==> config.mk <==
export PLATFORM = sky130hd
export DESIGN_NAME = fetch_unit
export DESIGN_NICKNAME = d
export VERILOG_FILES = /design/src/rtl/fetch_unit_pkg.sv /design/src/rtl/fetch_unit_fifo.sv /design/src/rtl/fetch_unit.sv
export SDC_FILE = /design/constraint.sdc
export NUM_CORES = 1
export LEC_CHECK = 0
export BUFFER_PORTS_ARGS = -buffer_cell sky130_fd_sc_hd__buf_4
export CAP_MARGIN = 5
export CORE_MARGIN = 3
export CORE_UTILIZATION = 40
export DETAILED_ROUTE_END_ITERATION = 10
export RECOVER_POWER = 50
export REMOVE_ABC_BUFFERS = 1
export SETUP_SLACK_MARGIN = 0.5
export SYNTH_ARGS = -nofsm -noshare
export SYNTH_HDL_FRONTEND = slang
export SYNTH_SLANG_ARGS = --single-unit
==> constraint.sdc <==
create_clock -name clk -period 13.7 [get_ports clk]
set_input_delay 0.685 -clock clk [delete_from_list [all_inputs] [get_ports clk]]
set_output_delay 0.685 -clock clk [all_outputs]
set_load 0.01 [all_outputs]
==> src/rtl/fetch_unit_pkg.sv <==
// Shared definitions for the fetch unit: entry layouts and the default reset PC.
package fetch_unit_pkg;

  localparam logic [31:0] RESET_PC_DEFAULT = 32'h0000_0000;

  // Entry handed to decode: instruction word plus the context it was fetched with.
  typedef struct packed {
    logic [31:0] inst;
    logic [31:0] pc;
    logic        pred_taken;
    logic [31:0] pred_target;
    logic        epoch;
  } fetch_entry_t;

  // Bookkeeping for a request that has been issued but not yet answered.
  typedef struct packed {
    logic [31:0] pc;
    logic        pred_taken;
    logic [31:0] pred_target;
    logic        epoch;
  } inflight_entry_t;

  function automatic logic [31:0] word_align(input logic [31:0] addr);
    return {addr[31:2], 2'b00};
  endfunction

endpackage

==> src/rtl/fetch_unit_fifo.sv <==
// Small synchronous FIFO with flush, used for both the in-flight and output queues.
module fetch_fifo #(
  parameter int  DEPTH = 2,
  parameter type T     = logic [31:0],
  localparam int PW    = (DEPTH > 1) ? $clog2(DEPTH) : 1,
  localparam int CW    = $clog2(DEPTH + 1)
) (
  input  logic          clk,
  input  logic          rst_n,
  input  logic          flush,
  input  logic          push,
  input  T              push_data,
  input  logic          pop,
  output T              head,
  output logic [CW-1:0] count
);

  T              mem [DEPTH];
  logic [PW-1:0] wr_ptr_reg;
  logic [PW-1:0] rd_ptr_reg;
  logic [CW-1:0] count_reg;
  logic          empty;
  logic          full;
  logic          do_push;
  logic          do_pop;

  // Pointers wrap at DEPTH, which need not be a power of two.
  function automatic logic [PW-1:0] ptr_inc(input logic [PW-1:0] p);
    return (p == PW'(DEPTH - 1)) ? '0 : p + 1'b1;
  endfunction

  assign empty   = (count_reg == '0);
  assign full    = (count_reg == CW'(DEPTH));
  assign do_pop  = pop && !empty;
  assign do_push = push && (!full || do_pop);

  // Pointer and occupancy tracking; flush empties the queue and wins over push/pop.
  always_ff @(posedge clk or negedge rst_n) begin
    if (!rst_n) begin
      wr_ptr_reg <= '0;
      rd_ptr_reg <= '0;
      count_reg  <= '0;
    end else if (flush) begin
      wr_ptr_reg <= '0;
      rd_ptr_reg <= '0;
      count_reg  <= '0;
    end else begin
      if (do_push) wr_ptr_reg <= ptr_inc(wr_ptr_reg);
      if (do_pop)  rd_ptr_reg <= ptr_inc(rd_ptr_reg);
      if (do_push && !do_pop)      count_reg <= count_reg + 1'b1;
      else if (do_pop && !do_push) count_reg <= count_reg - 1'b1;
    end
  end

  // Storage write; contents need no reset because count gates visibility.
  always_ff @(posedge clk) begin
    if (do_push && !flush) mem[wr_ptr_reg] <= push_data;
  end

  assign head  = mem[rd_ptr_reg];
  assign count = count_reg;

endmodule

==> src/rtl/fetch_unit.sv <==
// Instruction fetch front end: PC generation with prediction, credit-limited
// memory requests, epoch-based squash of stale responses, and a decode queue.
module fetch_unit
  import fetch_unit_pkg::*;
#(
  parameter logic [31:0] RESET_PC = RESET_PC_DEFAULT,
  parameter int          DEPTH    = 2
) (
  input  logic        clk,
  input  logic        rst_n,
  input  logic        redirect_valid,
  input  logic [31:0] redirect_pc,
  output logic [31:0] bp_pc,
  input  logic        bp_taken,
  input  logic [31:0] bp_target,
  output logic        imem_req_valid,
  input  logic        imem_req_ready,
  output logic [31:0] imem_req_addr,
  input  logic        imem_resp_valid,
  input  logic [31:0] imem_resp_data,
  output logic [31:0] fetch_inst,
  output logic [31:0] fetch_pc,
  output logic        fetch_valid,
  input  logic        fetch_ready,
  output logic        fetch_epoch,
  output logic        pred_taken,
  output logic [31:0] pred_target
);

  localparam int CW = $clog2(DEPTH + 1);

  logic [31:0]     pc_reg, pc_next;
  logic            epoch_reg;
  logic [CW-1:0]   drop_cnt_reg, drop_cnt_next;

  inflight_entry_t if_push_data, if_head;
  logic [CW-1:0]   if_count;
  fetch_entry_t    of_push_data, of_head, out_entry;
  logic [CW-1:0]   of_count;
  logic            of_push;

  logic            req_fire;
  logic            dequeue;
  logic            resp_drop;
  logic [CW:0]     occupancy;

  // Outstanding requests plus buffered entries, net of this cycle's dequeue, bound new requests.
  assign dequeue        = fetch_valid && fetch_ready;
  assign occupancy      = {1'b0, if_count} + {1'b0, of_count} - {{CW{1'b0}}, dequeue};
  assign imem_req_valid = rst_n && !redirect_valid && (occupancy < (CW + 1)'(DEPTH));
  assign req_fire       = imem_req_valid && imem_req_ready;
  assign imem_req_addr  = word_align(pc_reg);
  assign bp_pc          = pc_reg;

  assign resp_drop    = (drop_cnt_reg != '0);
  assign of_push      = imem_resp_valid && !resp_drop && !redirect_valid;
  assign if_push_data = '{pc: pc_reg, pred_taken: bp_taken, pred_target: bp_target, epoch: epoch_reg};
  assign of_push_data = '{inst: imem_resp_data, pc: if_head.pc, pred_taken: if_head.pred_taken,
                          pred_target: if_head.pred_target, epoch: if_head.epoch};

  fetch_fifo #(.DEPTH(DEPTH), .T(inflight_entry_t)) u_inflight_fifo (
    .clk       (clk),
    .rst_n     (rst_n),
    .flush     (1'b0),
    .push      (req_fire),
    .push_data (if_push_data),
    .pop       (imem_resp_valid),
    .head      (if_head),
    .count     (if_count)
  );

  fetch_fifo #(.DEPTH(DEPTH), .T(fetch_entry_t)) u_out_fifo (
    .clk       (clk),
    .rst_n     (rst_n),
    .flush     (redirect_valid),
    .push      (of_push),
    .push_data (of_push_data),
    .pop       (dequeue),
    .head      (of_head),
    .count     (of_count)
  );

  // Next PC: redirect wins; otherwise advance only when the request is accepted.
  always_comb begin
    pc_next = pc_reg;
    if (redirect_valid)  pc_next = redirect_pc;
    else if (req_fire)   pc_next = bp_taken ? bp_target : pc_reg + 32'd4;
  end

  // Stale-response budget: everything outstanding at a redirect must be thrown away.
  always_comb begin
    drop_cnt_next = drop_cnt_reg;
    if (redirect_valid)
      drop_cnt_next = imem_resp_valid ? if_count - 1'b1 : if_count;
    else if (imem_resp_valid && resp_drop)
      drop_cnt_next = drop_cnt_reg - 1'b1;
  end

  // Architectural fetch state.
  always_ff @(posedge clk or negedge rst_n) begin
    if (!rst_n) begin
      pc_reg       <= RESET_PC;
      epoch_reg    <= 1'b0;
      drop_cnt_reg <= '0;
    end else begin
      pc_reg       <= pc_next;
      drop_cnt_reg <= drop_cnt_next;
      if (redirect_valid) epoch_reg <= ~epoch_reg;
    end
  end

  // Head of the decode queue, forced to zero when nothing is buffered.
  always_comb begin
    out_entry = '0;
    if (of_count != '0) out_entry = of_head;
  end

  assign fetch_valid = (of_count != '0) && !redirect_valid;
  assign fetch_inst  = out_entry.inst;
  assign fetch_pc    = out_entry.pc;
  assign fetch_epoch = out_entry.epoch;
  assign pred_taken  = out_entry.pred_taken;
  assign pred_target = out_entry.pred_target;

  // Memory must never answer a request that was not issued.
  resp_has_request: assert property (@(posedge clk) disable iff (!rst_n)
    imem_resp_valid |-> (if_count != '0));

endmodule

==> flow_metrics.tcl <==
set metrics [dict create \
    clkTransAtPathRegs_ns 0.06 \
    maxSlewViolCount 284 \
    worstPathMaxFanout 62 \
    dp_hpwl_mm 24.3 \
    crit_family "buffers and inverters" \
    fmax_ghz 0.158 \
    fp.dieW_um 202 \
    slew-limit-headroom_pct -114 \
    die_area_um2 40700 \
    p_seq_share_pct 49.8 \
    cp-endpoint "u_out_fifo.mem[1][95]" \
    synth_area_um2 15300 \
    critPathLaunchType "input port" \
    layout-drive-gt1-share_pct 19.4 \
    synth-seq-cells 371 \
    switching_power_w 0.000835 \
    reg2reg_to "u_inflight_fifo.mem[0][56]" \
    critPathSlowestCell "and2_0" \
    fin_crit_ns 6.32 \
    ys_async_sr_fraction_pct 11.6 \
    power-per-cell-area_nw_per_um2 166 \
    syn_inst 1019 \
    yosys.area.top_type "edfxtp_1" \
    cp_common_cell "clkbuf_1" \
    vias 9316 \
    max_cap_violations 6 \
    first_pass_iters 5 \
    worstSkewPairLatency_ns 0.51 \
    largest_register_ffs 196 \
    grt_util_all_layers_pct 17.9 \
    grt_pass1_vias 9275 \
    final_util_pct 48.6 \
    cts_made_buffers 39 \
    post_cts_buffers 0 \
    die_y_um 202 \
    diodes 0 \
    grt_pass1_wl_mm 56.3 \
    synth.distinct_cells 63 \
    grt_setup_unrepaired "no" \
    clock-sinks 371 \
    clockBufferDepth 3 \
    p_leak_nw 6.30 \
    hold_path_class "in -> reg" \
    reg2reg_depth 10 \
    ir_drop_v 0.000120 \
    wl_mm 37.4 \
    io_pins 267 \
    startpoint "redirect_valid" \
    syn_to_final_growth_pct 19.7 \
    h-tree-depth 2 \
    cp_num_cells 7 \
    tns_ns 0 \
    rows 71 \
    p_comb_share_pct 17.6 \
    p_sw_share_pct 27.5 \
    tritoncts "yes" \
    hold_viol_final 0 \
    grt_overflow_total 0 \
    drc 0 \
    root_buffer "clkbuf_16" \
    start_util_pct 40.6 \
    synth_area_per_cell_um2 15.0 \
    place_congestion 0.855 \
    netlist.area_leader.share_pct 64.2 \
    coreArea_um2 37800 \
    synth_edf_count 328 \
    max_stage_delay_ns 1.97 \
    grt_max_degree 68 \
    min_period_over_period_pct 46.1 \
    tightest_slew_ns 3.20 \
    status "finished with violations" \
    ant_nets 0 \
    top_register "u_out_fifo.mem" \
    failed_checks "capacitance limit, slew limit" \
    yosys_most_used_dff "edfxtp_1" \
    via_per_inst 5.22 \
    cp_num_buf_inv 4 \
    timing.rr.start "u_out_fifo.count[1]" \
    io_buffers 264 \
    wire_per_inst_um 21.0 \
    p_int_w 0.00220 \
    clockPowerShare_pct 32.6 \
    synth.area.top_cells "edfxtp_1, dfrtp_1, mux2i_1, mux2_2, nor2_1" \
    synth_seq_area_share_pct 71.2 \
    r2r_slack_ns 8.87 \
    nets 1361 \
    critPathCaptureType "flip-flop" \
    ys_warn_count 0 \
    ctsResizeCount 0 \
    worst_ep_required_time_ns 13.83 \
    cts_hold_buf 0 \
    crit_chain "clkbuf_1, inv_1, clkbuf_1, nand3_1, a21oi_1, and2_0, buf_4" \
    grt_antenna_before_repair 2 \
    critPathArrivalTime_ns 6.45 \
    crit_type "in -> reg" \
    setup_viol 0 \
    skew_ns 0.00898 \
    drt_iter0_drc 715 \
]
cells by family (layout without fill, tap and decap cells):
group,after synthesis,in the layout,synth area share (%)
flip-flops,371,371,71.2
AND/OR/NAND/NOR,245,245,7.22
multiplexers,172,172,11.8
AO/OA/AOI/OAI,115,115,5.14
buffers and inverters,100,353,3.50
adder cells (fa/ha/maj),8,8,0.702
XOR/XNOR,7,7,0.400
other,1,2,0.0245
cell type report:
cell class / count / area (µm²)
Fill cell: 3368 / 19400
Sequential cell: 371 / 10900
Multi-Input combinational cell: 549 / 3890
Timing Repair Buffer: 275 / 1660
Clock buffer: 54 / 1080
Tap cell: 511 / 639
Clock inverter: 10 / 92.6
Inverter: 14 / 52.6
cell usage after synthesis, types with 3 or more instances:
| library cell | instances |
|---|---|
| a221oi_1 | 5 |
| and4_1 | 3 |
| clkbuf_1 | 29 |
| o221ai_1 | 3 |
| o31ai_1 | 4 |
| o21bai_1 | 3 |
| buf_2 | 4 |
| o22ai_1 | 8 |
| buf_1 | 15 |
| mux2_2 | 66 |
| o22a_1 | 5 |
| a31oi_1 | 6 |
| nand2b_1 | 3 |
| or3_1 | 6 |
| nor2_1 | 135 |
| and3_1 | 7 |
| o211ai_1 | 4 |
| a311oi_1 | 3 |
| mux2i_1 | 106 |
| nand4_1 | 6 |
| o21a_1 | 3 |
| or4_1 | 3 |
| nand2_1 | 31 |
| xor2_1 | 4 |
| o21ai_0 | 21 |
| nor3_1 | 21 |
| ha_1 | 7 |
| inv_1 | 14 |
| nor4_1 | 5 |
| dfrtp_1 | 43 |
| buf_4 | 34 |
| edfxtp_1 | 328 |
| xnor2_1 | 3 |
| nand3_1 | 16 |
| a21oi_1 | 23 |
| a211oi_1 | 7 |
per-stage QoR:
step / total power, W / instance area (µm²) / setup WS [ns] / instances / hold WS [ns]
2_1_floorplan: 0.00185 / 14900 / 4.65 / 934 / 0.389
3_3_place_gp: 0.00211 / 17600 / 8.49 / 1719 / 0.497
3_5_place_dp: 0.00212 / 17600 / 8.42 / 1719 / 0.504
4_1_cts: 0.00312 / 18800 / 8.95 / 1783 / 0.208
5_1_grt: 0.00318 / 18400 / 6.67 / 1784 / 0.360
6_report: 0.00304 / 18400 / 7.38 / 1784 / 0.380
power by group through the flow:
stage                     Sequential (W)  Combinational, W  Clock (W)
final                            0.00151          0.000535   0.000991
after global routing             0.00153          0.000590    0.00106
after CTS                        0.00152          0.000586    0.00102
after detailed placement         0.00154          0.000584          0
after global placement           0.00153          0.000576          0
after floorplan                  0.00152          0.000327          0
worst min path at each step:
stage | startpoint | end | cells past startpoint
after floorplan | rst_n | bp_pc[0] | 0
after global placement | epoch_reg | epoch_reg | 1
after detailed placement | bp_pc[1] | u_inflight_fifo.mem[1][35] | 0
after CTS | rst_n | u_out_fifo.count[1] | 1
after global routing | imem_resp_data[11] | u_out_fifo.mem[0][77] | 1
final | imem_resp_data[0] | u_out_fifo.mem[0][66] | 1
cells in the final DEF (no fill, tap or decap), types with 16 or more instances in the layout:
master	instances
edfxtp_1	328
clkbuf_16	41
nand3_1	16
clkbuf_1	121
nand2_1	31
a21oi_1	23
mux2_1	44
dfrtp_1	42
buf_4	143
mux2i_1	106
nor3_1	21
nor2_1	134
mux2_2	22
o21ai_0	21
clkbuf_4	22
layer usage:
layer  global-route usage (%)  routed length [µm]  vias to the layer above
met5                        0                  23                        -
met4                     4.24                 774                        4
met3                     3.30                2260                       51
met2                     28.8               17700                      323
met1                     25.5               16600                     4669
li1                         -                   -                     4269
(Power assumes the default switching activity.)
